`src/rtl/uart_pkg.sv`:
```
// Shared UART definitions: FSM state encodings, bit-timer width and the
// clocks-per-bit computation used by both the transmitter and the receiver.
// Optional feature macro: UART_TX_PARITY_EN (adds the TX_PARITY_BIT state).
package uart_pkg;

  localparam int BAUD_CNT_W = 18;

  typedef enum logic [2:0] {
    IDLE          = 3'd0,
    TX_START_BIT  = 3'd1,
    TX_DATA_BITS  = 3'd2,
`ifdef UART_TX_PARITY_EN
    TX_PARITY_BIT = 3'd3,
`endif
    TX_STOP_BIT   = 3'd4
  } uart_state_e;

  // Integer division on purpose: the line rate is truncated, never rounded.
  function automatic int clocksPerBit(input int clkHz, input int baudRate);
    return clkHz / baudRate;
  endfunction

endpackage

```
`src/rtl/uart_tx_if.sv`:
```
// Byte-request handshake and serial-line status of the UART transmitter.
// The master drives a byte request; the slave (the transmitter) reports status.
interface uart_tx_if;

  logic       i_TX_DV;
  logic [7:0] i_TX_Byte;
  logic       o_TX_Ready;
  logic       o_TX_Active;
  logic       o_TX_Serial;
  logic       o_TX_Done;

  modport master (
    output i_TX_DV,
    output i_TX_Byte,
    input  o_TX_Ready,
    input  o_TX_Active,
    input  o_TX_Serial,
    input  o_TX_Done
  );

  modport slave (
    input  i_TX_DV,
    input  i_TX_Byte,
    output o_TX_Ready,
    output o_TX_Active,
    output o_TX_Serial,
    output o_TX_Done
  );

endinterface

```
`src/rtl/uart_baud_gen.sv`:
```
// Bit timer: counts CLOCKS_PER_BIT cycles per bit and raises a one-cycle
// tick on the last cycle of each bit. Restart holds the count at zero so the
// first bit of a frame always starts from a clean count.
module uart_baud_gen
  import uart_pkg::*;
#(
  parameter int CLOCKS_PER_BIT = 434
) (
  input  logic clk_i,
  input  logic rst_ni,
  input  logic restart_i,
  output logic tick_o
);

  localparam logic [BAUD_CNT_W-1:0] LAST_COUNT = BAUD_CNT_W'(CLOCKS_PER_BIT - 1);

  logic [BAUD_CNT_W-1:0] count_q;

  assign tick_o = (count_q == LAST_COUNT);

  // Free-running bit counter that wraps on every bit end or on restart.
  always_ff @(posedge clk_i or negedge rst_ni) begin
    if (!rst_ni) begin
      count_q <= '0;
    end else if (restart_i || tick_o) begin
      count_q <= '0;
    end else begin
      count_q <= count_q + 1'b1;
    end
  end

endmodule

```
`src/rtl/uart_tx.sv`:
```
// UART transmitter, 8 data bits LSB first, one stop bit, with a one-byte
// holding register so a second byte can be queued while a frame is on the line.
// Optional feature macro: UART_TX_PARITY_EN (even parity bit, 11-bit frame).
module uart_tx
  import uart_pkg::*;
#(
  parameter int CLK       = 50_000_000,
  parameter int BAUD_RATE = 115200
) (
  input  logic    i_Clock,
  input  logic    i_Rst_n,
  uart_tx_if.slave tx
);

  localparam int CLOCKS_PER_BIT = clocksPerBit(CLK, BAUD_RATE);

  uart_state_e state_q, state_d;
  logic [7:0]  hold_q, hold_d;
  logic        holdFull_q, holdFull_d;
  logic [7:0]  shift_q, shift_d;
  logic [2:0]  bitIdx_q, bitIdx_d;
  logic        serial_q, serial_d;
  logic        active_q, active_d;
`ifdef UART_TX_PARITY_EN
  logic        parity_q, parity_d;
`endif

  logic        bitTick;
  logic        baudRestart;

  assign baudRestart = (state_q == IDLE);

  uart_baud_gen #(
    .CLOCKS_PER_BIT(CLOCKS_PER_BIT)
  ) u_baud_gen (
    .clk_i    (i_Clock),
    .rst_ni   (i_Rst_n),
    .restart_i(baudRestart),
    .tick_o   (bitTick)
  );

  assign tx.o_TX_Ready  = !holdFull_q;
  assign tx.o_TX_Active = active_q;
  assign tx.o_TX_Serial = serial_q;
  assign tx.o_TX_Done   = (state_q == TX_STOP_BIT) && bitTick;

  // State register; reset aborts any frame, empties the holding register and
  // forces the line high at once.
  always_ff @(posedge i_Clock or negedge i_Rst_n) begin
    if (!i_Rst_n) begin
      state_q    <= IDLE;
      hold_q     <= '0;
      holdFull_q <= 1'b0;
      shift_q    <= '0;
      bitIdx_q   <= '0;
      serial_q   <= 1'b1;
      active_q   <= 1'b0;
`ifdef UART_TX_PARITY_EN
      parity_q   <= 1'b0;
`endif
    end else begin
      state_q    <= state_d;
      hold_q     <= hold_d;
      holdFull_q <= holdFull_d;
      shift_q    <= shift_d;
      bitIdx_q   <= bitIdx_d;
      serial_q   <= serial_d;
      active_q   <= active_d;
`ifdef UART_TX_PARITY_EN
      parity_q   <= parity_d;
`endif
    end
  end

  // Next state: the line value for the coming cycle is decided here and
  // registered, so the serial output never sees the inputs combinationally.
  always_comb begin
    state_d    = state_q;
    hold_d     = hold_q;
    holdFull_d = holdFull_q;
    shift_d    = shift_q;
    bitIdx_d   = bitIdx_q;
    serial_d   = serial_q;
    active_d   = active_q;
`ifdef UART_TX_PARITY_EN
    parity_d   = parity_q;
`endif

    // A request is taken only when the holding register is empty; the
    // register is only ever emptied while full, so the two never collide.
    if (tx.i_TX_DV && !holdFull_q) begin
      hold_d     = tx.i_TX_Byte;
      holdFull_d = 1'b1;
    end

    case (state_q)
      IDLE: begin
        serial_d = 1'b1;
        active_d = 1'b0;
        bitIdx_d = '0;
        if (holdFull_q) begin
          shift_d    = hold_q;
          holdFull_d = 1'b0;
`ifdef UART_TX_PARITY_EN
          parity_d   = ^hold_q;
`endif
          state_d    = TX_START_BIT;
          serial_d   = 1'b0;
          active_d   = 1'b1;
        end
      end

      TX_START_BIT: begin
        if (bitTick) begin
          state_d  = TX_DATA_BITS;
          bitIdx_d = '0;
          serial_d = shift_q[0];
        end
      end

      TX_DATA_BITS: begin
        if (bitTick) begin
          bitIdx_d = bitIdx_q + 3'd1;
          if (bitIdx_q == 3'd7) begin
`ifdef UART_TX_PARITY_EN
            state_d  = TX_PARITY_BIT;
            serial_d = parity_q;
`else
            state_d  = TX_STOP_BIT;
            serial_d = 1'b1;
`endif
          end else begin
            serial_d = shift_q[bitIdx_q + 3'd1];
          end
        end
      end

`ifdef UART_TX_PARITY_EN
      TX_PARITY_BIT: begin
        if (bitTick) begin
          state_d  = TX_STOP_BIT;
          serial_d = 1'b1;
        end
      end
`endif

      TX_STOP_BIT: begin
        if (bitTick) begin
          if (holdFull_q) begin
            shift_d    = hold_q;
            holdFull_d = 1'b0;
`ifdef UART_TX_PARITY_EN
            parity_d   = ^hold_q;
`endif
            bitIdx_d   = '0;
            state_d    = TX_START_BIT;
            serial_d   = 1'b0;
            active_d   = 1'b1;
          end else begin
            state_d  = IDLE;
            serial_d = 1'b1;
            active_d = 1'b0;
          end
        end
      end

      default: begin
        state_d  = IDLE;
        serial_d = 1'b1;
        active_d = 1'b0;
      end
    endcase
  end

endmodule

```
`src/flat_wrapper.sv`:
```
// flat-port wrapper written by rule: the top's interface ports become plain ports
module uart_tx_flat import uart_pkg::*;
#(
  parameter int CLK       = 50_000_000,
  parameter int BAUD_RATE = 115200
)
  (i_Clock, i_Rst_n, tx_i_TX_DV, tx_i_TX_Byte, tx_o_TX_Ready, tx_o_TX_Active, tx_o_TX_Serial, tx_o_TX_Done);
  uart_tx_if tx_i ();
  input  logic i_Clock;
  input  logic i_Rst_n;
  input wire logic [$bits(tx_i.i_TX_DV)-1:0] tx_i_TX_DV;
  input wire logic [$bits(tx_i.i_TX_Byte)-1:0] tx_i_TX_Byte;
  output wire logic [$bits(tx_i.o_TX_Ready)-1:0] tx_o_TX_Ready;
  output wire logic [$bits(tx_i.o_TX_Active)-1:0] tx_o_TX_Active;
  output wire logic [$bits(tx_i.o_TX_Serial)-1:0] tx_o_TX_Serial;
  output wire logic [$bits(tx_i.o_TX_Done)-1:0] tx_o_TX_Done;
  assign tx_i.i_TX_DV = tx_i_TX_DV;
  assign tx_i.i_TX_Byte = tx_i_TX_Byte;
  assign tx_o_TX_Ready = tx_i.o_TX_Ready;
  assign tx_o_TX_Active = tx_i.o_TX_Active;
  assign tx_o_TX_Serial = tx_i.o_TX_Serial;
  assign tx_o_TX_Done = tx_i.o_TX_Done;
  uart_tx #(.CLK(CLK), .BAUD_RATE(BAUD_RATE)) u_core (.i_Clock(i_Clock), .i_Rst_n(i_Rst_n), .tx(tx_i));
endmodule
```
`config.mk`:
```
export PLATFORM = sky130hd
export DESIGN_NAME = uart_tx_flat
export DESIGN_NICKNAME = d
export VERILOG_FILES = /design/src/rtl/uart_pkg.sv /design/src/rtl/uart_tx_if.sv /design/src/rtl/uart_baud_gen.sv /design/src/rtl/uart_tx.sv /design/src/flat_wrapper.sv
export SDC_FILE = /design/constraint.sdc
export NUM_CORES = 1
export LEC_CHECK = 0
export ABC_AREA = 0
export CORE_ASPECT_RATIO = 0.9
export CORE_UTILIZATION = 35
export DETAILED_ROUTE_END_ITERATION = 12
export GPL_TIMING_DRIVEN = 0
export HOLD_SLACK_MARGIN = 0.02
export PLACE_DENSITY = 0.53
export SLEW_MARGIN = 20
export SYNTH_ARGS = -nofsm -noshare
export SYNTH_HDL_FRONTEND = slang
export SYNTH_SLANG_ARGS = --single-unit
```
`constraint.sdc`:
```
create_clock -name i_Clock -period 2.4 [get_ports i_Clock]
set_input_delay 0.36 -clock i_Clock [delete_from_list [all_inputs] [get_ports i_Clock]]
set_output_delay 0.36 -clock i_Clock [all_outputs]
set_load 0.005 [all_outputs]
```
== After elaboration in Yosys (flattened, before gate mapping) ==
Index checks and enable logic that the tools add are counted.

* Logic and storage cells: 67
* Output and inout bits: 4
* Bits in latches: 0
* Memory bits (writable): 0
* Input bits: 11
* Memories: 0
* Bits in read-only memories: 0
* Register bits: 43

* Multiplexer cells: 31
* $lt $le $gt $ge: 1
* Shift-type cells: 0
* Divide/modulo/power cells: 0
* $add $sub $neg: 2
* Bitwise logic cells: 1
* $mul: 0
* Reductions and logical operators: 13
* Equality and inequality tests: 11

{| class="wikitable"
|+ Operators with widths
! operator !! number
|-
| $mux W3 || 9
|-
| $pmux W3 S4 || 2
|-
| $add A18 B1 Y18 const B || 1
|-
| $eq A18 B9 Y1 const B || 1
|-
| $mux W18 || 1
|-
| $mux W8 || 2
|-
| $pmux W8 S2 || 1
|-
| $mux W1 || 12
|-
| $ne A2 B1 Y1 const B || 6
|-
| $reduce_and A5 Y1 || 2
|-
| $eq A3 B3 Y1 const B || 2
|-
| $lt A3 B4 Y1 const B || 1
|-
| $pmux W1 S4 || 1
|-
| $reduce_and A2 Y1 || 2
|-
| $reduce_bool A4 Y1 || 1
|-
| $add A3 B1 Y3 const B || 1
|-
| $bmux W1 S3 || 1
|-
| $eq A3 B1 Y1 const B || 1
|-
| $eq A3 B2 Y1 const B || 1
|-
| $logic_not A3 Y1 || 1
|-
| $pmux W1 S3 || 1
|-
| $reduce_and A3 Y1 || 1
|-
| $logic_and A1 B1 Y1 || 2
|-
| $pmux W1 S2 || 1
|-
| other kinds (5) || 5
|}

== Logic depth before layout (Yosys ltp) ==
Gate-level depths: netlist (run 1).

* Depth after elaboration: 6
* Mapped depth: 8
* Gate-level depth less buffers: 7

== By module ==
Synthesis (run 1) repeated with hierarchy kept, for this count alone.

* Cell total of the unflattened synthesis: 197
* Area, all modules: 2157.1 um^2

{| class="wikitable"
|+ By module, submodules not included
! module !! cells an instance !! seq. area each (um^2) !! instances !! area each (um^2)
|-
| uart_tx || 99 || 626.9 || 1 || 1199.9
|-
| uart_baud_gen || 98 || 450.4 || 1 || 957.2
|}

== Least setup slack after synthesis (run 1) ==
No wires, ideal clock.

* Path type: reg-to-reg
* Start: register u_core.bitIdx_q[0]
* End: register u_core.serial_q, in the netlist u_core.tx.o_TX_Serial
* Arrival time: 2.167 ns
* Data required time: 2.318 ns
* Library setup time: 0.082 ns
* Slack: 0.151 ns
* Buffers on the path: 0
* Cell stages (with the launch flop): 8
* Clock period less this slack: 2.249 ns
* Cell sequence: dfrtp_1 > ha_1 > ha_1 > mux2_2 > mux4_2 > o21ai_0 > nand2_1 > mux2_2

* Cells in the longest elaborated chain, start to end: 6
* Elaborated cells between the ends (all ways): 7
* Classes of those cells: 1 x add/sub; 1 x eq/ne; 5 x mux

{| class="wikitable"
|+ Ends and longest elaborated chain
! element !! RTL line !! source
|-
| start, declared || uart_tx.sv:21 || <nowiki>logic [2:0] bitIdx_q, bitIdx_d;</nowiki>
|-
| start signal, assigned || uart_tx.sv:66 || <nowiki>bitIdx_q <= bitIdx_d;</nowiki>
|-
| $add A3 B1 Y3 || uart_tx.sv:133 || <nowiki>serial_d = shift_q[bitIdx_q + 3'd1];</nowiki>
|-
| $bmux W1 S3 || uart_tx.sv:133 ||
|-
| $mux W1 (implied by the code) || uart_tx.sv:133 ||
|-
| $mux W1 * || uart_tx.sv:124 || <nowiki>if (bitIdx_q == 3'd7) begin</nowiki>
|-
| $mux W1 * || uart_tx.sv:122 || <nowiki>if (bitTick) begin</nowiki>
|-
| $pmux W1 S4 * || uart_tx.sv:96 || <nowiki>case (state_q)</nowiki>
|-
| end signal, assigned || uart_tx.sv:67 || <nowiki>serial_q <= serial_d;</nowiki>
|-
| end, declared || uart_tx.sv:22 || <nowiki>logic serial_q, serial_d;</nowiki>
|}

Every way passes the cells marked *; elsewhere a longest branch is shown, timed or not. The select of a mux whose other input is x is not followed.
A chain may end at the register's enable or synchronous reset.

== Worst setup path in the final report (run 1) ==
* Start: register u_core.u_baud_gen.count_q[17]
* End: output tx_o_TX_Done

* Cells in the longest elaborated chain, start to end: 2

{| class="wikitable"
|+ Ends and longest elaborated chain
! element !! RTL line !! source
|-
| start, declared || uart_baud_gen.sv:17 || <nowiki>logic [BAUD_CNT_W-1:0] count_q;</nowiki>
|-
| start signal, assigned || uart_baud_gen.sv:28 || <nowiki>count_q <= count_q + 1'b1;</nowiki>
|-
| $eq A18 B9 Y1 || uart_baud_gen.sv:19 || <nowiki>assign tick_o = (count_q == LAST_COUNT);</nowiki>
|-
| $logic_and A1 B1 Y1 || uart_tx.sv:45 || <nowiki>assign tx.o_TX_Done = (state_q == TX_STOP_BIT) && bitTick;</nowiki>
|-
| end, declared || flat_wrapper.sv:16 || <nowiki>output wire logic [$bits(tx_i.o_TX_Done)-1:0] tx_o_TX_Done;</nowiki>
|}

No other way between the ends.

==> results of run 1 <==
power by group through the flow:
stage | clock network [µW] | registers [µW] | logic [µW]
after floorplan | 0 | 934 | 205
after global placement | 0 | 960 | 268
after detailed placement | 0 | 962 | 276
after CTS | 583 | 941 | 307
after global routing | 616 | 965 | 353
final | 566 | 942 | 304
final cells by class:
type,instances,area (µm²)
clock inverters,3,43.8
plain buffers,6,33.8
multi-input cells,135,1020
well taps,70,87.6
flip-flops and latches,43,1080
inverters,6,22.5
repair buffers,22,209
clock buffers,5,68.8
fillers,535,3190
sequential cells by signal, summed over array words and instances (netlist names):
signal	count
u_core.bitIdx_q	3
u_core.holdFull_q	1
u_core.hold_q	8
u_core.shift_q	8
u_core.state_q	3
u_core.tx.o_TX_Active	1
u_core.tx.o_TX_Serial	1
u_core.u_baud_gen.count_q	18
through the flow:
stage	cells	cell area (µm²)	worst slack, ns
after CTS	289	2540	0.0234
after global placement	275	2350	-0.285
after global routing	290	2570	-0.00531
after detailed placement	276	2370	-0.117
after floorplan	191	2130	0.151
final	290	2570	0.0669
cells in the mapped netlist, drive strengths merged (4+ instances only):
cell and instances:
ha 4, dfrtp 42, xnor2 8, a21oi 5
nand3 8, clkbuf 4, mux2 22, nor2 25
xor2 8, nor3 5, nand2 14, inv 6
layer usage:
| layer | part of all wire | GRT usage | wire length, µm | up-vias |
|---|---|---|---|---|
| li1 | - | - | - | 715 |
| met1 | 0.55 | 0.207 | 2100 | 675 |
| met2 | 0.41 | 0.179 | 1580 | 15 |
| met3 | 0.023 | 0.0272 | 87 | 5 |
| met4 | 0.014 | 0.0569 | 55 | 0 |
| met5 | 0 | 0 | 0 | - |
kinds of logic after synthesis:
family / synth area share
multiplexers: 0.155
AND/OR/NAND/NOR: 0.169
XOR/XNOR: 0.0659
buffers and inverters: 0.0300
flip-flops: 0.506
adder cells (fa/ha/maj): 0.0235
AO/OA/AOI/OAI: 0.0500
what timing repair did:
item	in CTS	in global routing
gates resized for setup	6	5
endpoints found under the hold margin	13	0
endpoints found under the setup margin	2	3
hold buffers	1	0
buffers inserted	5	1
pin swaps	3	3
worst max-delay path, stage by stage, from the launching register on:
cell,delay (ns)
dfrtp_1,0.41
or3_4,0.37
or4_4,0.56
nor2_1,0.10
dlygate4sd2_1,0.24
worst paths after layout:
| kind | from | to | slack (ns) | depth (start not counted) |
|---|---|---|---|---|
| max | u_core.u_baud_gen.count_q[17]$_DFF_PN0_ | tx_o_TX_Done | 0.07 | 4 |
| min | i_Rst_n | u_core.u_baud_gen.count_q[13]$_DFF_PN0_ | 0.50 | 2 |
| max reg2reg | u_core.bitIdx_q[0]$_DFFE_PN0P_ | u_core.tx.o_TX_Serial$_DFFE_PN1P_ | 0.12 | 7 |
| min reg2reg | u_core.hold_q[4]$_DFFE_PN0P_ | u_core.shift_q[4]$_DFFE_PN0P_ | 0.51 | 1 |
| max in group asynchronous | i_Rst_n | u_core.tx.o_TX_Serial$_DFFE_PN1P_ | 1.36 | 3 |
| min in group i_Clock | u_core.hold_q[4]$_DFFE_PN0P_ | u_core.shift_q[4]$_DFFE_PN0P_ | 0.51 | 1 |
==> impl_metrics.py, run 1 <==
metrics = {
    "power": {
        "finalPower_uw": 1810,
        "leakagePower_uw": 0.00114,
        "pwr-share-comb": 0.168,
        "peakVddDrop_v": 0.000286,
        "switching_power_uw": 474,
        "power_density_nw_per_um2": 706,
        "p_int_uw": 1340,
        "switching_share": 0.262,
        "p_clk_frac": 0.312,
        "seq_power_share": 0.520,
    },
    "sta": {
        "finalHoldViolCount": 0,
        "timing.final.crit_share": 0.972,
        "tns_ns": 0,
        "worst_pin_slew_ns": 0.656,
        "slew_violations": 0,
        "setup_violations": 0,
        "holdWs_ns": 0.499,
        "relSlewSlack": 0.560,
        "fmax_ghz": 0.429,
        "layout_min_cycle_time_ns": 2.33,
        "clock_skew_ns": 0.00857,
    },
    "worst_hold_path": {
        "hp-class": "input pin to async pin",
    },
    "global_route": {
        "overflow": 0,
        "grt_use_total": 0.134,
        "grt_max_degree": 31,
        "antenna_found_initial": 0,
        "grt_pass1_wl_um": 6730,
        "grt_pass1_vias": 1366,
    },
    "finish": {
        "final_nets": 234,
        "final_layout_size_suffix_gt1_frac": 0.241,
        "postLayoutCoreUtil": 0.446,
        "areaGrowthSynthToFinish_pct": 20.6,
        "antennaDiodeCount": 0,
        "layout_commonest_cell": "dfrtp_1",
        "final_cell_mix": "dfrtp_1 (39), nor2_1 (25), nand2_1 (14), mux2_2 (14), clkdlybuf4s50_1 (12)",
    },
    "flow_run": {
        "cap_violations": 0,
    },
    "synth": {
        "synth-main-ff-cell": "dfrtp_1",
        "syn-num-nets": 206,
        "seq_area_frac_synth": 0.506,
        "synth.top_cell.area_share": 0.494,
        "async_reset_ff_frac": 1.00,
        "ys_types": 39,
        "ys_top_cells_by_area": "dfrtp_1 (49%), mux2_2 (7.4%), mux2_4 (5.6%)",
        "synth.ff_latch_count": 43,
        "syn_avg_cell_area_um2": 11.1,
        "synthesis.area_um2": 2130,
        "synth_edf_count": 0,
        "synth_cells": 191,
        "yosysWarnings": 0,
        "yosysTopAreaCell": "dfrtp_1",
    },
    "drt": {
        "drtIter0Drc": 55,
        "dr.pass1.iters": 8,
        "drc_errors": 2,
        "vias_per_cell": 4.86,
        "wl_per_cell_um": 13.2,
        "ant_nets": 0,
        "wl_um": 3830,
        "vias": 1410,
    },
    "floorplan": {
        "initial_utilization": 0.369,
        "ios": 15,
        "design.core.area_um2": 5760,
        "std_cell_rows": 26,
        "fp.dieW_um": 84.2,
        "die_area_um2": 6390,
        "dieHeight_um": 76.0,
    },
    "cts": {
        "cts_tree": "built",
        "cts_max_level": 2,
        "clkLatencyLatePin_ns": 0.29,
        "clockRootBuffer": "clkbuf_8",
        "cts_sinks": 43,
        "clk_pin_slew_ns": 0.08,
        "cts_buffers": 5,
        "clk_path_buf_depth": 2,
    },
    "placed_design": {
        "io_buffer_count": 14,
        "place_congestion": 0.777,
        "dp_hpwl_um": 2560,
    },
    "setup_path": {
        "path_max_fanout": 2,
        "cp.arrival_ns": 1.97,
        "end_kind": "output port",
        "crit_type": "register to output port",
        "required_ns": 2.04,
        "critPathLaunchType": "register",
    },
    "outcome": {
        "violations": "design-rule violations",
        "status": "finished with violations",
    },
}
(Power assumes the default switching activity.)
==> inputs of run 2 (changes only) <==
Settings changed: CORE_MARGIN set to 2.
==> run 2 against run 1 <==
The run now ends clean. Flip-flop and latch count unchanged. Critical path depth increased by 2. Global-route usage decreased by 0.054 points. Worst hold slack improved by 0.00068 ns. Final area increased by 0.68%. Largest cell class unchanged. Largest power group unchanged.
==> impl_metrics.py, run 2 (same netlist as run 1, synthesis figures left out) <==
metrics = {
    "drt": {
        "drc_errors": 0,
        "wl_um": 3870,
        "vias_per_cell": 4.82,
        "ant_nets": 0,
        "wl_per_cell_um": 13.3,
        "dr.pass1.iters": 4,
        "drtIter0Drc": 67,
        "vias": 1402,
    },
    "sta": {
        "finalHoldViolCount": 0,
        "slew_violations": 0,
        "layout_min_cycle_time_ns": 2.32,
        "fmax_ghz": 0.430,
        "relSlewSlack": 0.549,
        "clock_skew_ns": 0.00636,
        "setup_violations": 0,
        "rsz0062_at_grt": "false",
        "fin_ws_ns": 0.0759,
        "worst_pin_slew_ns": 0.673,
        "timing.final.crit_share": 0.968,
    },
    "outcome": {
        "status": "completed",
    },
    "setup_path": {
        "reg2reg_from": "u_core.u_baud_gen.count_q[15]$_DFF_PN0_",
        "rr_worst_depth": 6,
        "required_ns": 2.58,
        "crit_chain": "or3_4 -> or4_4 -> buf_4 -> a21o_1 -> buf_6 -> mux2_4",
        "reg2reg_slack_ns": 0.08,
        "critPathLaunchType": "register",
        "slowest_stage": "or4_4",
        "end_kind": "register",
        "crit_start": "u_core.u_baud_gen.count_q[15]$_DFF_PN0_",
        "path_max_fanout": 11,
        "crit_path_end": "u_core.shift_q[0]$_DFFE_PN0P_",
        "max_stage_delay_ns": 0.57,
        "crit_type": "register to register",
        "worstReg2RegEnd": "u_core.shift_q[0]$_DFFE_PN0P_",
        "cp.arrival_ns": 2.50,
    },
    "finish": {
        "regMostFlops": "u_core.u_baud_gen.count_q",
        "fill_cells": 556,
        "largestRegisters": "u_core.u_baud_gen.count_q (18), u_core.hold_q (8), u_core.shift_q (8)",
        "layout_commonest_cell": "dfrtp_1",
        "postLayoutCoreUtil": 0.449,
        "antennaDiodeCount": 0,
        "final_nets": 235,
        "fin_area_um2": 2580,
        "areaGrowthSynthToFinish_pct": 21.5,
        "final_cell_mix": "dfrtp_1 (39), nor2_1 (25), nand2_1 (14), mux2_2 (14), clkdlybuf4s50_1 (12)",
        "instances_no_fill": 291,
        "final_layout_size_suffix_gt1_frac": 0.249,
        "largest_reg_flops": 18,
    },
    "floorplan": {
        "ios": 15,
        "fp.dieW_um": 86.2,
        "design.core.area_um2": 5760,
        "dieHeight_um": 78.0,
        "std_cell_rows": 26,
        "initial_utilization": 0.369,
        "die_area_um2": 6720,
    },
    "power": {
        "peakVddDrop_v": 0.000255,
        "power_density_nw_per_um2": 713,
        "leakagePower_uw": 0.00115,
    },
    "global_route": {
        "overflow": 0,
        "grt_pass1_wl_um": 7030,
        "top_usage_layer": "met1",
        "grt_util_met2": 0.182,
        "use_met1": 0.202,
        "grt_pass1_vias": 1429,
        "grt_use_total": 0.133,
        "grt_max_degree": 30,
        "antenna_found_initial": 0,
        "met3_usage": 0.0319,
    },
    "placed_design": {
        "place_congestion": 0.710,
        "placed_cells": 276,
        "place_area_um2": 2370,
        "pre_cts_ws_ns": -0.120,
        "io_buffer_count": 14,
        "dp_hpwl_um": 2680,
    },
    "cts": {
        "cts_buffers": 5,
        "cts_max_level": 2,
        "clk_path_buf_depth": 2,
        "clkLatencyLatePin_ns": 0.30,
        "clockRootBuffer": "clkbuf_8",
        "cts_tree": "built",
        "clk_pin_slew_ns": 0.08,
        "cts_sinks": 43,
    },
    "worst_hold_path": {
        "hp-class": "register to register",
    },
    "flow_run": {
        "cap_violations": 0,
    },
}
run 2: cell types whose count changed in the layout (fill, tap and decap cells not counted), sizes merged:
cell and change:
clkbuf +2, buf +1, clkinv -1, dlygate4sd2 -1
run 2: area by class of cell:
| type | instances | area, µm² | area share |
|---|---|---|---|
| buffer | 6 | 33.8 | 0.0131 |
| inverter | 6 | 22.5 | 0.00872 |
| multi-input combinational | 135 | 1030 | 0.398 |
| clock buffer | 6 | 82.6 | 0.0320 |
| sequential | 43 | 1080 | 0.418 |
| timing repair buffer | 23 | 213 | 0.0823 |
| clock inverter | 2 | 35.0 | 0.0136 |
| tap | 70 | 87.6 | 0.0339 |
run 2: routing by layer:
metal | wire [µm] | up-vias
met5 | 0 | -
met4 | 72 | 0
met3 | 97 | 7
met2 | 1590 | 17
met1 | 2120 | 661
li1 | - | 717
run 2: per-stage QoR:
| step | total power (µW) | hold slack [ns] | setup TNS (ns) |
|---|---|---|---|
| 2_1_floorplan | 1140 | 0.0644 | 0 |
| 3_3_place_gp | 1230 | 0.487 | -11.81 |
| 3_5_place_dp | 1240 | 0.305 | -0.165 |
| 4_1_cts | 1870 | 0.512 | 0 |
| 5_1_grt | 1980 | 0.526 | 0 |
| 6_report | 1840 | 0.500 | 0 |
run 2: worst max-delay path, delay by kind of cell, from the launching register on:
kind                   cells  cell delay, ns
buffers and inverters      2            0.35
AND/OR/NAND/NOR            2            0.96
flip-flops                 1            0.41
multiplexers               1            0.29
AO/OA/AOI/OAI              1            0.20
run 2: where the power goes:
part | internal, µW | switching, µW | total, µW | leakage [µW]
Combinational | 192 | 126 | 318 | 0.000547
Clock | 337 | 250 | 587 | 0.0000612
Sequential | 844 | 93.9 | 938 | 0.000539
run 2: repair_timing:
action,4_1_cts,5_1_grt
resized for setup,7,7
hold buffers,1,0
buffers inserted,7,0
endpoints found under the setup margin,2,11
hold endpoints to repair,13,0
pin swaps,3,2
run 2: worst min path at each step:
stage | from | endpoint | slack, ns | depth (start not counted)
final | u_core.hold_q[1]$_DFFE_PN0P_ | u_core.shift_q[1]$_DFFE_PN0P_ | 0.50 | 1
after global routing | i_Rst_n | u_core.u_baud_gen.count_q[10]$_DFF_PN0_ | 0.53 | 2
after CTS | u_core.hold_q[1]$_DFFE_PN0P_ | u_core.shift_q[1]$_DFFE_PN0P_ | 0.51 | 1
after detailed placement | i_Rst_n | u_core.u_baud_gen.count_q[13]$_DFF_PN0_ | 0.30 | 1
after global placement | u_core.hold_q[4]$_DFFE_PN0P_ | u_core.shift_q[4]$_DFFE_PN0P_ | 0.49 | 1
after floorplan | i_Rst_n | u_core.bitIdx_q[0]$_DFFE_PN0P_ | 0.06 | 0
